File: src/rtl/rv_enc_pkg.sv
// Shared RV32I encoding definitions: request kinds, major opcodes, immediate limits.
// The control decoder decodes against the same OPC_* constants.
package rv_enc_pkg;

    typedef enum logic [3:0] {
        KIND_R      = 4'd0,
        KIND_I_ALU  = 4'd1,
        KIND_LOAD   = 4'd2,
        KIND_STORE  = 4'd3,
        KIND_BRANCH = 4'd4,
        KIND_LUI    = 4'd5,
        KIND_AUIPC  = 4'd6,
        KIND_JAL    = 4'd7,
        KIND_JALR   = 4'd8
    } instr_kind_t;

    typedef enum logic [1:0] {
        ST_IDLE = 2'd0,
        ST_LOAD = 2'd1,
        ST_FIN  = 2'd2
    } load_state_t;

    typedef struct packed {
        instr_kind_t kind;
        logic [2:0]  funct3;
        logic        f7b5;
        logic [4:0]  rd;
        logic [4:0]  rs1;
        logic [4:0]  rs2;
        logic [31:0] imm;
    } enc_req_t;

    localparam logic [6:0] OPC_R      = 7'b0110011;
    localparam logic [6:0] OPC_I_ALU  = 7'b0010011;
    localparam logic [6:0] OPC_LOAD   = 7'b0000011;
    localparam logic [6:0] OPC_STORE  = 7'b0100011;
    localparam logic [6:0] OPC_BRANCH = 7'b1100011;
    localparam logic [6:0] OPC_LUI    = 7'b0110111;
    localparam logic [6:0] OPC_AUIPC  = 7'b0010111;
    localparam logic [6:0] OPC_JAL    = 7'b1101111;
    localparam logic [6:0] OPC_JALR   = 7'b1100111;

    localparam int IMM_I_MIN = -2048;
    localparam int IMM_I_MAX = 2047;
    localparam int IMM_B_MIN = -4096;
    localparam int IMM_B_MAX = 4094;
    localparam int IMM_J_MIN = -1048576;
    localparam int IMM_J_MAX = 1048574;
    localparam int SHAMT_MAX = 31;

    function automatic logic in_range(input logic signed [31:0] v, input int lo, input int hi);
        return (v >= lo) && (v <= hi);
    endfunction

endpackage

File: src/rtl/rv_instr_encoder.sv
// Combinational RV32I encoder: symbolic request in, 32-bit word plus illegal flag out.
module rv_instr_encoder
    import rv_enc_pkg::*;
(
    input  enc_req_t    req_i,
    output logic [31:0] word_o,
    output logic        illegal_o
);

    logic signed [31:0] imm;
    logic               is_shift;

    assign imm      = req_i.imm;
    assign is_shift = (req_i.funct3 == 3'b001) || (req_i.funct3 == 3'b101);

    always_comb begin
        word_o    = '0;
        illegal_o = 1'b0;
        case (req_i.kind)
            KIND_R: begin
                word_o = {1'b0, req_i.f7b5, 5'b0, req_i.rs2, req_i.rs1, req_i.funct3, req_i.rd, OPC_R};
            end
            KIND_I_ALU: begin
                // Shifts carry shamt in imm[4:0]; bit 30 selects SRAI.
                if (is_shift) begin
                    word_o    = {1'b0, req_i.f7b5, 5'b0, imm[4:0], req_i.rs1, req_i.funct3, req_i.rd, OPC_I_ALU};
                    illegal_o = !in_range(imm, 0, SHAMT_MAX);
                end else begin
                    word_o    = {imm[11:0], req_i.rs1, req_i.funct3, req_i.rd, OPC_I_ALU};
                    illegal_o = !in_range(imm, IMM_I_MIN, IMM_I_MAX);
                end
            end
            KIND_LOAD: begin
                word_o    = {imm[11:0], req_i.rs1, req_i.funct3, req_i.rd, OPC_LOAD};
                illegal_o = !in_range(imm, IMM_I_MIN, IMM_I_MAX);
            end
            KIND_JALR: begin
                word_o    = {imm[11:0], req_i.rs1, 3'b000, req_i.rd, OPC_JALR};
                illegal_o = !in_range(imm, IMM_I_MIN, IMM_I_MAX);
            end
            KIND_STORE: begin
                word_o    = {imm[11:5], req_i.rs2, req_i.rs1, req_i.funct3, imm[4:0], OPC_STORE};
                illegal_o = !in_range(imm, IMM_I_MIN, IMM_I_MAX);
            end
            KIND_BRANCH: begin
                word_o    = {imm[12], imm[10:5], req_i.rs2, req_i.rs1, req_i.funct3,
                             imm[4:1], imm[11], OPC_BRANCH};
                illegal_o = !in_range(imm, IMM_B_MIN, IMM_B_MAX) || imm[0];
            end
            KIND_LUI: begin
                word_o    = {imm[31:12], req_i.rd, OPC_LUI};
                illegal_o = (imm[11:0] != 12'd0);
            end
            KIND_AUIPC: begin
                word_o    = {imm[31:12], req_i.rd, OPC_AUIPC};
                illegal_o = (imm[11:0] != 12'd0);
            end
            KIND_JAL: begin
                word_o    = {imm[20], imm[10:1], imm[11], imm[19:12], req_i.rd, OPC_JAL};
                illegal_o = !in_range(imm, IMM_J_MIN, IMM_J_MAX) || imm[0];
            end
            default: begin
                illegal_o = 1'b1;
            end
        endcase
    end

endmodule

File: src/rtl/rv_program_loader.sv
// Program loader: accepts symbolic instruction requests, encodes them and writes them
// sequentially into instruction memory under control of a START/LOAD/FIN state machine.
module rv_program_loader
    import rv_enc_pkg::*;
#(
    parameter int ADDR_W    = 8,
    parameter int BASE_ADDR = 0
) (
    input  logic              CLK,
    input  logic              RST_N,
    input  logic              START,
    input  logic              REQ_VALID,
    output logic              REQ_READY,
    input  logic [3:0]        REQ_KIND,
    input  logic [2:0]        REQ_FUNCT3,
    input  logic              REQ_F7B5,
    input  logic [4:0]        REQ_RD,
    input  logic [4:0]        REQ_RS1,
    input  logic [4:0]        REQ_RS2,
    input  logic [31:0]       REQ_IMM,
    input  logic              REQ_LAST,
    output logic              MEM_WE,
    output logic [ADDR_W-1:0] MEM_ADDR,
    output logic [31:0]       MEM_WDATA,
    output logic              BUSY,
    output logic              DONE,
    output logic              ERR,
    output logic [ADDR_W-1:0] COUNT
);

    localparam logic [ADDR_W-1:0] BASE     = ADDR_W'(BASE_ADDR);
    localparam logic [ADDR_W-1:0] ADDR_MAX = '1;

    load_state_t       state_q;
    logic [ADDR_W-1:0] addr_q, addr_d;
    logic [ADDR_W-1:0] count_q;
    logic [ADDR_W-1:0] waddr_q;
    logic [31:0]       wdata_q;
    logic              we_q, wlast_q, hold_q;
    logic              err_q, busy_q, done_q;

    enc_req_t          enc_req;
    logic [31:0]       enc_word;
    logic              enc_illegal;
    logic              hs;

    assign enc_req = '{kind:   instr_kind_t'(REQ_KIND),
                       funct3: REQ_FUNCT3,
                       f7b5:   REQ_F7B5,
                       rd:     REQ_RD,
                       rs1:    REQ_RS1,
                       rs2:    REQ_RS2,
                       imm:    REQ_IMM};

    rv_instr_encoder u_enc (
        .req_i     (enc_req),
        .word_o    (enc_word),
        .illegal_o (enc_illegal)
    );

    // hold_q closes the request port while the final (LAST or top-address) write drains.
    assign REQ_READY = (state_q == ST_LOAD) && !hold_q;
    assign hs        = REQ_VALID && REQ_READY;
    assign addr_d    = addr_q + 1'b1;

    always_ff @(posedge CLK or negedge RST_N) begin
        if (!RST_N) begin
            state_q <= ST_IDLE;
            addr_q  <= BASE;
            count_q <= '0;
            waddr_q <= BASE;
            wdata_q <= '0;
            we_q    <= 1'b0;
            wlast_q <= 1'b0;
            hold_q  <= 1'b0;
            err_q   <= 1'b0;
            busy_q  <= 1'b0;
            done_q  <= 1'b0;
        end else begin
            we_q   <= 1'b0;
            done_q <= 1'b0;
            if (we_q) count_q <= count_q + 1'b1;
            case (state_q)
                ST_IDLE: begin
                    if (START) begin
                        state_q <= ST_LOAD;
                        busy_q  <= 1'b1;
                        err_q   <= 1'b0;
                        count_q <= '0;
                        addr_q  <= BASE;
                        hold_q  <= 1'b0;
                        wlast_q <= 1'b0;
                    end
                end
                ST_LOAD: begin
                    if (hold_q) begin
                        // The held write lands this cycle; a non-LAST one means the address space ran out.
                        hold_q <= 1'b0;
                        busy_q <= 1'b0;
                        if (wlast_q) begin
                            state_q <= ST_FIN;
                            done_q  <= 1'b1;
                        end else begin
                            state_q <= ST_IDLE;
                            err_q   <= 1'b1;
                        end
                    end else if (hs) begin
                        if (enc_illegal) begin
                            state_q <= ST_IDLE;
                            busy_q  <= 1'b0;
                            err_q   <= 1'b1;
                        end else begin
                            we_q    <= 1'b1;
                            wdata_q <= enc_word;
                            waddr_q <= addr_q;
                            addr_q  <= addr_d;
                            wlast_q <= REQ_LAST;
                            hold_q  <= REQ_LAST || (addr_q == ADDR_MAX);
                        end
                    end
                end
                ST_FIN:  state_q <= ST_IDLE;
                default: state_q <= ST_IDLE;
            endcase
        end
    end

    assign MEM_WE    = we_q;
    assign MEM_ADDR  = waddr_q;
    assign MEM_WDATA = wdata_q;
    assign BUSY      = busy_q;
    assign DONE      = done_q;
    assign ERR       = err_q;
    assign COUNT     = count_q;

endmodule

File: config.mk
export PLATFORM = sky130hd
export DESIGN_NAME = rv_program_loader
export DESIGN_NICKNAME = d
export VERILOG_FILES = /design/src/rtl/rv_enc_pkg.sv /design/src/rtl/rv_instr_encoder.sv /design/src/rtl/rv_program_loader.sv
export SDC_FILE = /design/constraint.sdc
export NUM_CORES = 1
export LEC_CHECK = 0
export CELL_PAD_IN_SITES_DETAIL_PLACEMENT = 1
export CELL_PAD_IN_SITES_GLOBAL_PLACEMENT = 1
export CORE_AREA = 2 2 82 123
export DETAILED_ROUTE_END_ITERATION = 16
export DIE_AREA = 0 0 84 125
export PLACE_DENSITY_LB_ADDON = 0.1
export RECOVER_POWER = 50
export SYNTH_ARGS = -nofsm -noshare
export SYNTH_HDL_FRONTEND = slang
export SYNTH_SLANG_ARGS = --single-unit
File: constraint.sdc
create_clock -name CLK -period 4.3 [get_ports CLK]
set_clock_uncertainty 0.05 [all_clocks]
set_input_delay 0.645 -clock CLK [delete_from_list [all_inputs] [get_ports CLK]]
set_output_delay 0.645 -clock CLK [all_outputs]
set_load 0.02 [all_outputs]
==> results.json, run 1 <==
{
  "syn_to_final_growth_pct": 44.2,
  "final_cell_mix": "clkdlybuf4s50_1, dfrtp_1, nand2_1",
  "tightest_slew_ns": 2.44,
  "gp_congestion": 0.904,
  "path_cells": "clkdlybuf4s50_1 -> or2_1 -> a21o_1 -> a221oi_2 -> o2111a_1 -> o21ai_4 -> inv_1 -> buf_4 -> o221ai_1 -> o21a_1",
  "fin_util": 0.502,
  "setup_viol": 0,
  "syn_inst": 372,
  "worstPathArrival_ns": 3.61,
  "grt_max_degree": 44,
  "core_mm2": 0.00952,
  "fin_crit_ns": 3.44,
  "cp-end-kind": "flop",
  "htree_levels": 3,
  "numCtsBuffers": 9,
  "synth-main-ff-cell": "dfrtp_1",
  "multiInputGateArea_mm2": 0.00160,
  "layout_setup_ws_ns": 0.858,
  "cts.clk_slew.worst_paths_ns": 0.06,
  "drc": 0,
  "path_class": "in -> reg",
  "initialDrtViolationCount": 73,
  "slowest_delay_ns": 0.58,
  "post_cts_buffers": 0,
  "nets": 541,
  "die_x_um": 84,
  "grt_overflow": 0,
  "syn_area_per_cell_um2": 8.91,
  "timing.fmax_mhz": 290,
  "first_pass_iters": 5,
  "yosysSeqAreaShare": 0.475,
  "layout.cells.non_filler": 598,
  "cts_tree": "built",
  "hold_viol_final": 0,
  "cts.sinks": 63,
  "clockRootBuffer": "clkbuf_16",
  "synth_nets": 434,
  "port_buffers": 112,
  "seq_area_mm2": 0.00158,
  "drt-vias-per-instance": 5.52,
  "clock_latency_ns": 0.32,
  "synth.top_cell.area_share": 0.475,
  "dp_cells": 583,
  "p_leak_nw": 2.03,
  "cts.repair.resized": 0,
  "die_h_um": 125,
  "yosysTopAreaCell": "dfrtp_1",
  "num_vias": 3303,
  "synthTopCellsByArea": "dfrtp_1, nand2_1, nor2_1, o21ai_0, a221oi_1",
  "antenna_cells": 0,
  "synth_area_mm2": 0.00332,
  "place_area_mm2": 0.00451,
  "synth_edf_count": 0,
  "setup-tns-final_ns": 0,
  "ir_drop_v": 0.000343,
  "rsz0062_at_grt": "no",
  "drv_slew": 44,
  "avgRoutedWirePerCell_um": 18.0,
  "grt_pass1_wl_um": 18000,
  "power_mw": 2.54,
  "cp.required_ns": 4.47,
  "initial_core_util": 0.348,
  "antenna_found_initial": 0,
  "hold_path_class": "reg -> reg",
  "antenna_left": 0,
  "place_ws_ns": 0.541,
  "grt.total_usage": 0.218,
  "synthDistinctLibCells": 51,
  "async_flop_share": 1.00,
  "path_max_fanout": 33,
  "violations": "capacitance limit, slew limit",
  "ctsLongestPathBuffers": 2,
  "powerDensity_mw_per_mm2": 531,
  "wl_um": 10800,
  "rrSetupSlack_ns": 1.45,
  "critPathSlowestCell": "clkdlybuf4s50_1",
  "ys.warnings.count": 0,
  "floorplan.rows": 44,
  "start_kind": "input port",
  "drive_above_1_share": 0.0518,
  "status": "finished, violations left",
  "die_area_mm2": 0.0105,
  "final_common_cell": "clkdlybuf4s50_1",
  "fin_crit_sh": 0.801,
  "ios": 113,
  "slew_headroom": -0.629,
  "hold_slack_ns": 0.416,
  "holdBufCountCts": 0,
  "ys_seq_elements": 63,
  "place_hpwl_um": 8290,
  "stdcell_area_mm2": 0.00478,
  "n_fill_cell": 1102,
  "grt_pass1_vias": 3492,
  "maxCapViolations": 1
}
==> critical path: cells and delay by family <==
family | cells | cell delay [ns]
compound gates | 6 | 1.36
buf+inv | 3 | 1.20
simple gates | 1 | 0.40
==> flip-flops by register name, summed over array words and instances (netlist names) <==
register and count:
state_q 2, ERR 1, MEM_WE 1, DONE 1, COUNT 8, MEM_WDATA 31
wlast_q 1, addr_q 8, MEM_ADDR 8, BUSY 1, hold_q 1
==> where the power goes <==
| group | total [mW] | switching [mW] | internal (mW) |
|---|---|---|---|
| Clock | 0.666 | 0.249 | 0.417 |
| Combinational | 0.973 | 0.525 | 0.448 |
| Sequential | 0.898 | 0.121 | 0.777 |
==> worst paths after layout <==
path                             startpoint  cells past startpoint       endpoint
worst max-delay path            REQ_KIND[0]                     10  MEM_WDATA[31]
worst min-delay path            MEM_ADDR[0]                      2    MEM_ADDR[0]
worst max register to register   state_q[0]                      9  MEM_WDATA[31]
worst min register to register  MEM_ADDR[0]                      2    MEM_ADDR[0]
max in group asynchronous             RST_N                      2    MEM_ADDR[2]
min in group asynchronous             RST_N                      1  MEM_WDATA[10]
==> final cells by class <==
cell class	count	share of cell area
clock buffers	12	0.0537
flip-flops and latches	63	0.330
inverters	9	0.00707
clock inverters	3	0.00393
multi-input cells	279	0.335
repair buffers	117	0.240
well taps	115	0.0301
==> per-layer routing <==
metal	up-vias	global-route usage	share of wire
li1	1566	-	-
met1	1606	0.247	0.38
met2	113	0.396	0.54
met3	18	0.0475	0.048
met4	0	0.0854	0.025
met5	-	0	0
==> kinds of logic (layout without fill, tap and decap cells) <==
kind of cell | count (synthesis) | in the layout | synth area share
buf+inv | 30 | 141 | 0.0438
xor+xnor | 9 | 9 | 0.0238
fa+ha+maj | 2 | 2 | 0.00755
flops | 63 | 63 | 0.475
mux | 4 | 4 | 0.0128
simple gates | 162 | 162 | 0.223
compound gates | 102 | 102 | 0.213
==> cells in the mapped netlist (4+ instances only) <==
cell,n
clkbuf_1,10
a22oi_1,9
inv_1,9
nand3_1,7
a221oi_1,10
or4_1,4
a32oi_1,4
or3_1,4
o21a_1,4
dfrtp_1,63
buf_2,5
xor2_1,6
nand4_1,13
a22o_1,5
nor3_1,6
a21oi_1,17
nand2_1,58
nor4_1,7
nand2b_1,6
o31ai_1,8
nor2_1,47
o21ai_0,25
Power figures use the tool's default switching activity.
==> run 2: changes to the inputs <==
CORE_AREA = 2 2 89 134   (was 2 2 82 123)
DIE_AREA = 0 0 91 136   (was 0 0 84 125)
clock period = 3.1 ns   (was 4.3 ns; I/O delays follow)
==> run 2 against run 1 <==
Net effect: the run still ends with capacitance limit, slew limit left; hold slack better by 0.00078 ns; register-to-register slack worse by 0.89 ns; clock-buffer cell count is 1 lower; sequential share of layout area is 1.7 points lower; worst setup slack worse by 0.61 ns; combinational power is 46% higher; routed wire length is 7.9% higher; first-iteration DRC count is 14% lower; critical path depth stayed put; largest cell class unchanged; die area is 18% higher; via count is 1.9% higher.
==> results.json, run 2 (synthesis gave the netlist of run 1 again) <==
{
  "avgRoutedWirePerCell_um": 17.6,
  "ctsLongestPathBuffers": 2,
  "status": "finished, violations left",
  "path_max_fanout": 8,
  "cp-end-kind": "flop",
  "p_leak_nw": 2.16,
  "place_ws_ns": -0.148,
  "nets": 569,
  "start_kind": "input port",
  "timing.fmax_mhz": 350,
  "tightest_slew_ns": 1.71,
  "powerDensity_mw_per_mm2": 709,
  "core_mm2": 0.0113,
  "fin_util": 0.447,
  "initialDrtViolationCount": 63,
  "grt_pass1_wl_um": 18900,
  "slowest_delay_ns": 0.49,
  "drive_above_1_share": 0.108,
  "antenna_found_initial": 0,
  "crit_family": "compound AO/OA/AOI/OAI gates",
  "gp_congestion": 0.791,
  "worstPathArrival_ns": 3.05,
  "grt.total_usage": 0.196,
  "setup_viol": 0,
  "layout_setup_ws_ns": 0.243,
  "first_pass_iters": 4,
  "clock_latency_ns": 0.32,
  "floorplan.rows": 48,
  "antenna_cells": 0,
  "htree_levels": 3,
  "path_cells": "clkdlybuf4s50_1 -> nor4_1 -> buf_4 -> nand3_1 -> o311ai_1 -> o2111a_1 -> o21ai_4 -> buf_12 -> or4_1 -> a21oi_1",
  "cts.sinks": 63,
  "critPathSlowestCell": "or4_1",
  "cts_tree": "built",
  "cp.required_ns": 3.29,
  "die_x_um": 91,
  "critPathBufInv": 3,
  "place_hpwl_um": 9210,
  "grt_max_degree": 47,
  "post_cts_buffers": 0,
  "initial_core_util": 0.294,
  "maxCapViolations": 1,
  "largest_reg_flops": 31,
  "numCtsBuffers": 9,
  "drc": 0,
  "path_class": "in -> reg",
  "drt-vias-per-instance": 5.09,
  "wl_um": 11600,
  "ir_drop_v": 0.000322,
  "final_common_cell": "clkdlybuf4s50_1",
  "ios": 113,
  "cts.clk_slew.worst_paths_ns": 0.05,
  "grt_overflow": 0,
  "port_buffers": 112,
  "clockRootBuffer": "clkbuf_16",
  "drv_slew": 31,
  "die_area_mm2": 0.0124,
  "hold_path_class": "reg -> reg",
  "die_h_um": 136,
  "num_vias": 3365,
  "hold_viol_final": 0,
  "violations": "capacitance limit, slew limit",
  "antenna_left": 0,
  "n_fill_cell": 1338,
  "syn_to_final_growth_pct": 52.1,
  "fin_crit_ns": 2.86,
  "grt_pass1_vias": 3651,
  "final_cell_mix": "clkdlybuf4s50_1, dfrtp_1, nand2_1",
  "rsz0062_at_grt": "no",
  "slew_headroom": -0.141,
  "fin_crit_sh": 0.922,
  "power_mw": 3.58
}
run 2: repair_timing:
item / CTS / global route
gates resized for setup: 0 / 1
hold buffers: 0 / 0
setup endpoints to repair: 0 / 1
run 2: worst register-to-register path, cell delays in order, from the launching register on:
cell	delay (ns)
dfrtp_1	0.45
nand2b_1	0.15
or2_2	0.36
a221oi_2	0.27
o2111a_1	0.29
o21ai_4	0.08
buf_12	0.15
or4_1	0.49
a21oi_1	0.16
run 2: worst paths after layout:
kind / start / end / slack, ns / cells after the start
worst min-delay path: MEM_ADDR[4] / MEM_ADDR[4] / 0.42 / 2
worst max register to register: state_q[0] / addr_q[7] / 0.56 / 8
worst min register to register: MEM_ADDR[4] / MEM_ADDR[4] / 0.42 / 2
worst max-delay path: REQ_IMM[27] / addr_q[7] / 0.24 / 10
max in group asynchronous: RST_N / MEM_WE / 0.81 / 2
min in group asynchronous: RST_N / MEM_WDATA[10] / 0.53 / 1
run 2: final cells by class:
type	count	area, um^2	area share
multi-input combinational	279	1610	0.319
sequential	63	1580	0.313
timing repair buffer	145	1370	0.272
clock buffer	11	243	0.0481
tap	150	188	0.0372
inverter	9	33.8	0.00670
clock inverter	4	22.5	0.00447
run 2: power breakdown:
part	switching, mW	internal, mW
registers	0.170	1.08
logic	0.745	0.674
clock network	0.355	0.553
run 2: routing by layer:
metal  up-vias  global-route usage  part of all wire
met5         -                   0                 0
met1      1646               0.223              0.41
met3        14              0.0394             0.040
met4         0              0.0623             0.019
li1       1624                   -                 -
met2        81               0.365              0.53
run 2: stage by stage:
| step | TNS (ns) | std cells | hold slack, ns | area, um^2 |
|---|---|---|---|---|
| after CTS | 0 | 661 | 0.183 | 5050 |
| after floorplan | 0 | 372 | 0.119 | 3320 |
| after global placement | -0.182 | 646 | 0.409 | 4790 |
| after global routing | 0 | 661 | 0.443 | 5040 |
| after detailed placement | -0.678 | 646 | 0.414 | 4790 |
| final | 0 | 661 | 0.417 | 5040 |
